`src/rtl/adder_pkg.sv`:
```
// adder_pkg: op encoding, flag-vector indices and default geometry for the pipelined adder
package adder_pkg;
  localparam logic OP_ADD = 1'b0;
  localparam logic OP_SUB = 1'b1;
  localparam int FLG_S = 0;
  localparam int FLG_Z = 1;
  localparam int FLG_C = 2;
  localparam int FLG_P = 3;
  localparam int FLG_V = 4;
  localparam int NFLG = 5;
  localparam int DEF_WIDTH = 16;
  localparam int DEF_CHUNK = 4;
endpackage

```
`src/rtl/cla_slice.sv`:
```
// cla_slice: CHUNK-bit carry-lookahead adder slice, every carry derived directly from p/g and ci
module cla_slice
  import adder_pkg::*;
#(
  parameter int CHUNK = DEF_CHUNK
) (
  input  logic [CHUNK-1:0] a,
  input  logic [CHUNK-1:0] b,
  input  logic             ci,
  output logic [CHUNK-1:0] s,
  output logic             co
);
  logic [CHUNK-1:0] p, g;
  logic [CHUNK:0] c;
  assign p = a ^ b;
  assign g = a & b;
  always_comb begin
    c = '0;
    for (int i = 0; i <= CHUNK; i++) begin
      c[i] = ci;
      for (int j = 0; j < i; j++) c[i] = g[j] | (p[j] & c[i]);
    end
  end
  assign s = p ^ c[CHUNK-1:0];
  assign co = c[CHUNK];
endmodule

```
`src/rtl/pipelined_adder_flags.sv`:
```
// pipelined_adder_flags: add/sub resolving one CHUNK per stage with registered carries, plus S/Z/C/P/V flags.
// Define PIPE_ADDER_SAT_EN to saturate Z on signed overflow.
module pipelined_adder_flags
  import adder_pkg::*;
#(
  parameter int WIDTH = DEF_WIDTH,
  parameter int CHUNK = DEF_CHUNK
) (
  input  logic             clk,
  input  logic             rst_n,
  input  logic             in_valid,
  output logic             in_ready,
  input  logic [WIDTH-1:0] X,
  input  logic [WIDTH-1:0] Y,
  input  logic             sub,
  input  logic             cin,
  output logic             out_valid,
  input  logic             out_ready,
  output logic [WIDTH-1:0] Z,
  output logic             Sign,
  output logic             Zero,
  output logic             Carry,
  output logic             Parity,
  output logic             Overflow
);
  localparam int NSTG = WIDTH / CHUNK;
  logic advance;
  logic [WIDTH-1:0] yb;
  logic [WIDTH-1:0] z_q [NSTG];
  logic [WIDTH-1:0] a_q [NSTG];
  logic [WIDTH-1:0] b_q [NSTG];
  logic v_q [NSTG];
  logic c_q [NSTG];
  logic am_q [NSTG];
  logic bm_q [NSTG];
  assign advance = ~out_valid | out_ready;
  assign in_ready = advance;
  assign yb = (sub == OP_SUB) ? ~Y : Y;
  genvar k;
  for (k = 0; k < NSTG; k++) begin : g_stg
    logic [WIDTH-1:0] a_in, b_in, z_in;
    logic c_in, v_in, am_in, bm_in, co;
    logic [CHUNK-1:0] s;
    if (k == 0) begin : g_first
      assign a_in = X;
      assign b_in = yb;
      assign z_in = '0;
      assign c_in = (sub == OP_SUB) | cin;
      assign v_in = in_valid;
      assign am_in = X[WIDTH-1];
      assign bm_in = yb[WIDTH-1];
    end else begin : g_next
      assign a_in = a_q[k-1];
      assign b_in = b_q[k-1];
      assign z_in = z_q[k-1];
      assign c_in = c_q[k-1];
      assign v_in = v_q[k-1];
      assign am_in = am_q[k-1];
      assign bm_in = bm_q[k-1];
    end
    cla_slice #(.CHUNK(CHUNK)) u_cla (
      .a(a_in[CHUNK-1:0]),
      .b(b_in[CHUNK-1:0]),
      .ci(c_in),
      .s(s),
      .co(co)
    );
    // operands shift down one chunk per stage so each slice always reads the low bits
    always_ff @(posedge clk or negedge rst_n)
      if (!rst_n) begin
        v_q[k] <= 1'b0;
        z_q[k] <= '0;
        c_q[k] <= 1'b0;
        a_q[k] <= '0;
        b_q[k] <= '0;
        am_q[k] <= 1'b0;
        bm_q[k] <= 1'b0;
      end else if (advance) begin
        v_q[k] <= v_in;
        z_q[k] <= z_in | (WIDTH'(s) << (k * CHUNK));
        c_q[k] <= co;
        a_q[k] <= a_in >> CHUNK;
        b_q[k] <= b_in >> CHUNK;
        am_q[k] <= am_in;
        bm_q[k] <= bm_in;
      end
  end
  logic [WIDTH-1:0] zr, zf;
  logic am, bm, ovf;
  logic [NFLG-1:0] flg;
  assign zr = z_q[NSTG-1];
  assign am = am_q[NSTG-1];
  assign bm = bm_q[NSTG-1];
  assign ovf = (am & bm & ~zr[WIDTH-1]) | (~am & ~bm & zr[WIDTH-1]);
`ifdef PIPE_ADDER_SAT_EN
  // on overflow both operands share a sign, so am alone picks the saturation rail
  assign zf = ovf ? {am, {(WIDTH-1){~am}}} : zr;
`else
  assign zf = zr;
`endif
  assign flg[FLG_S] = zf[WIDTH-1];
  assign flg[FLG_Z] = ~|zf;
  assign flg[FLG_C] = c_q[NSTG-1];
  assign flg[FLG_P] = ~^zf;
  assign flg[FLG_V] = ovf;
  assign out_valid = v_q[NSTG-1];
  assign Z = zf;
  assign Sign = flg[FLG_S];
  assign Zero = flg[FLG_Z];
  assign Carry = flg[FLG_C];
  assign Parity = flg[FLG_P];
  assign Overflow = flg[FLG_V];
endmodule

```
`config.mk`:
```
export PLATFORM = sky130hd
export DESIGN_NAME = pipelined_adder_flags
export DESIGN_NICKNAME = d
export VERILOG_FILES = /design/src/rtl/adder_pkg.sv /design/src/rtl/cla_slice.sv /design/src/rtl/pipelined_adder_flags.sv
export SDC_FILE = /design/constraint.sdc
export NUM_CORES = 1
export LEC_CHECK = 0
export CAP_MARGIN = 20
export CORE_ASPECT_RATIO = 0.6
export CORE_MARGIN = 2
export CORE_UTILIZATION = 59
export CTS_CLUSTER_DIAMETER = 40
export DETAILED_ROUTE_END_ITERATION = 7
export GPL_TIMING_DRIVEN = 0
export HOLD_SLACK_MARGIN = 0.06
export PLACE_DENSITY = 0.9
export SKIP_LAST_GASP = 1
export SYNTH_ARGS = -nofsm -noshare
export SYNTH_HDL_FRONTEND = slang
export SYNTH_SLANG_ARGS = --single-unit
```
`constraint.sdc`:
```
create_clock -name clk -period 6.4 [get_ports clk]
set_clock_uncertainty 0.15 [all_clocks]
set_input_delay 1.28 -clock clk [delete_from_list [all_inputs] [get_ports clk]]
set_output_delay 1.28 -clock clk [all_outputs]
set_load 0.005 [all_outputs]
```
==> results.toml <==
[route]
drt_iter0_drc = 200
drt.antenna.violating_nets = 0
wire_per_inst_um = 16.9
via_per_inst = 5.14
drt_pre_antenna_iters = 4
drcViolationCount = 0
vias = 2778
wirelength_mm = 9.12

[clock_network]
clockBufferDepth = 2
ctsHoldBuffers = 0
ctsResizeCount = 0
tritoncts = "done"
cts_setup_buffers = 0
cts.sinks = 98
clock_latency_ns = 0.34
path_clk_slew_ns = 0.07
cts_buffers = 9
clockRootBuffer = "clkbuf_16"
htreeDepth = 3

[grt]
grt_max_degree = 70
track_usage = 0.246
grt_pass1_wl_mm = 15.1
grt_overflow = 0
antenna_found_initial = 0
grt_pass1_vias = 3051

[power_and_ir_drop]
power_frac_comb = 0.441
p_per_area_nw_per_um2 = 527
power_frac_clock = 0.189
p_int_mw = 1.92
peakVddDrop_mv = 0.207
pwr-share-seq = 0.370
power_mw = 2.90
sw_frac_of_total = 0.337
p_sw_uw = 977
leakage_nw = 2.53

[min_path]
hp-class = "flop to flop"

[setup_path]
setup.worst_path.end_class = "output port"
worst_ep_arrival_time_ns = 2.95
worstSetupPathType = "primary input to output port"
required_ns = 4.97
cp-start-kind = "primary input"
critPathMaxFanout = 10

[synth]
netlist.area_leader.share = 0.551
syn-num-nets = 422
synth_area_leaders = "dfrtp_1 (55%), fa_1 (7.2%), mux2_2 (7.1%), mux2_4 (6.7%), xnor2_1 (3.9%)"
yosysSeqAreaShare = 0.551
syn_area_um2 = 4450
synth_cell_types = 20
syn_avg_cell_area_um2 = 12.4
syn_inst = 360
synth_area_leader_cell = "dfrtp_1"
ys_ff_latch = 98
yosysWarnings = 0

[timing]
slew_violations = 0
finalHoldViolations = 0
tightest_slew_ns = 0.449
layout_min_cycle_time_ns = 4.38
setup_tns_ns = 0
slew_headroom = 0.700
setup_viol = 0
fin_crit_sh = 0.684
grt_setup_unrepaired = "false"
fmax_ghz = 0.228

[cells_and_area]
drive_gt1_frac = 0.190
fin_nets = 493
layout_common_cells = "dfrtp_1 (98), clkdlybuf4s50_1 (58), inv_1 (41)"
area_growth_syn_to_layout_pct = 23.5
num_antenna_cells = 0
fillers = 432
final_common_cell = "dfrtp_1"

[floorplan]
initial_core_util = 0.610
ios = 61
rows = 24
core_um2 = 7300
dieWidth_um = 116
die_area_um2 = 8270
die_h_um = 71.3

[placed_design]
dp_hpwl_mm = 6.44
portBuffers = 59
gp_congestion = 0.842

[flow_run]
maxCapViolations = 0

[run_status]
status = "finished, final reports clean"
[through the flow]
stage / cell area [um2] / hold slack, ns / cells / setup slack [ns] / utilization
after floorplan: 4450 / 0.285 / 360 / 2.55 / -
after global placement: 5170 / 0.304 / 523 / 0.528 / 0.709
after detailed placement: 5190 / 0.301 / 524 / 2.03 / 0.712
after CTS: 5500 / 0.331 / 540 / 2.02 / 0.753
after global routing: 5500 / 0.369 / 540 / 1.91 / 0.753
final: 5500 / 0.329 / 540 / 2.02 / 0.753
[kinds of logic after synthesis]
group | count (synthesis) | share of synthesized area
xor gates and xnor gates | 23 | 0.0453
buffers and inverters | 60 | 0.0619
AOI/OAI and AO/OA | 50 | 0.0562
muxes | 48 | 0.138
and+or+nand+nor | 57 | 0.0526
adders and majority gates | 24 | 0.0945
DFF | 98 | 0.551
[critical path: stages]
cell and delay, ns:
clkdlybuf4s50_1 0.45, nand2b_4 0.14, buf_2 0.26, buf_2 0.28
clkdlybuf4s50_1 0.54
[state kept, by name (all words and copies together) (netlist names)]
signal,count
g_stg.z_in,24
g_stg.a_in,21
g_stg.b_in,21
Z,16
g_stg.am_in,3
g_stg.bm_in,3
g_stg.c_in,3
g_stg.v_in,3
Carry,1
am,1
bm,1
out_valid,1
[worst paths after layout]
path	depth (start not counted)	endpoint	slack, ns	from
worst max-delay path	5	in_ready	2.02	out_ready
min in group asynchronous	1	Z[9]$_DFFE_PN0P_	0.72	rst_n
worst min-delay path	1	out_valid$_DFFE_PN0P_	0.33	g_stg[3].v_in$_DFFE_PN0P_
worst min register to register	1	out_valid$_DFFE_PN0P_	0.33	g_stg[3].v_in$_DFFE_PN0P_
worst max register to register	8	g_stg[2].z_in[7]$_DFFE_PN0P_	4.01	g_stg[1].b_in[0]$_DFFE_PN0P_
max in group asynchronous	2	Z[12]$_DFFE_PN0P_	4.74	rst_n
[cells in the mapped netlist]
cell / number
clkbuf_1: 3
or3_1: 1
xor2_1: 3
mux2_4: 20
buf_2: 10
dfrtp_1: 98
inv_1: 41
o21ai_0: 28
nand2b_1: 1
nor2_1: 24
fa_1: 16
a21oi_1: 22
buf_4: 2
nand4_1: 2
nand2_1: 28
xnor2_1: 20
mux2_2: 28
buf_6: 4
nand2b_4: 1
ha_1: 8
[per-layer routing]
layer  track usage  wire (um)
met2         0.384       4300
met5             0          0
met1         0.342       4150
met4        0.0767        127
met3        0.0711        536
[power groups by stage]
stage | clock (mW) | sequential, mW | combinational (mW)
global route | 0.578 | 1.10 | 1.41
CTS | 0.550 | 1.07 | 1.28
detailed placement | 0 | 1.08 | 1.26
finish | 0.547 | 1.07 | 1.28
floorplan | 0 | 1.03 | 0.772
global placement | 0 | 1.06 | 1.20
[final cells by class]
cell class	count	area, um2	share of cell area
buffer	19	121	0.0221
sequential	98	2450	0.446
inverter	41	154	0.0280
tap	104	130	0.0237
clock inverter	7	75.1	0.0137
multi-input combinational	202	1720	0.313
clock buffer	9	225	0.0410
timing repair buffer	60	616	0.112
Power figures use the tool's default switching activity.
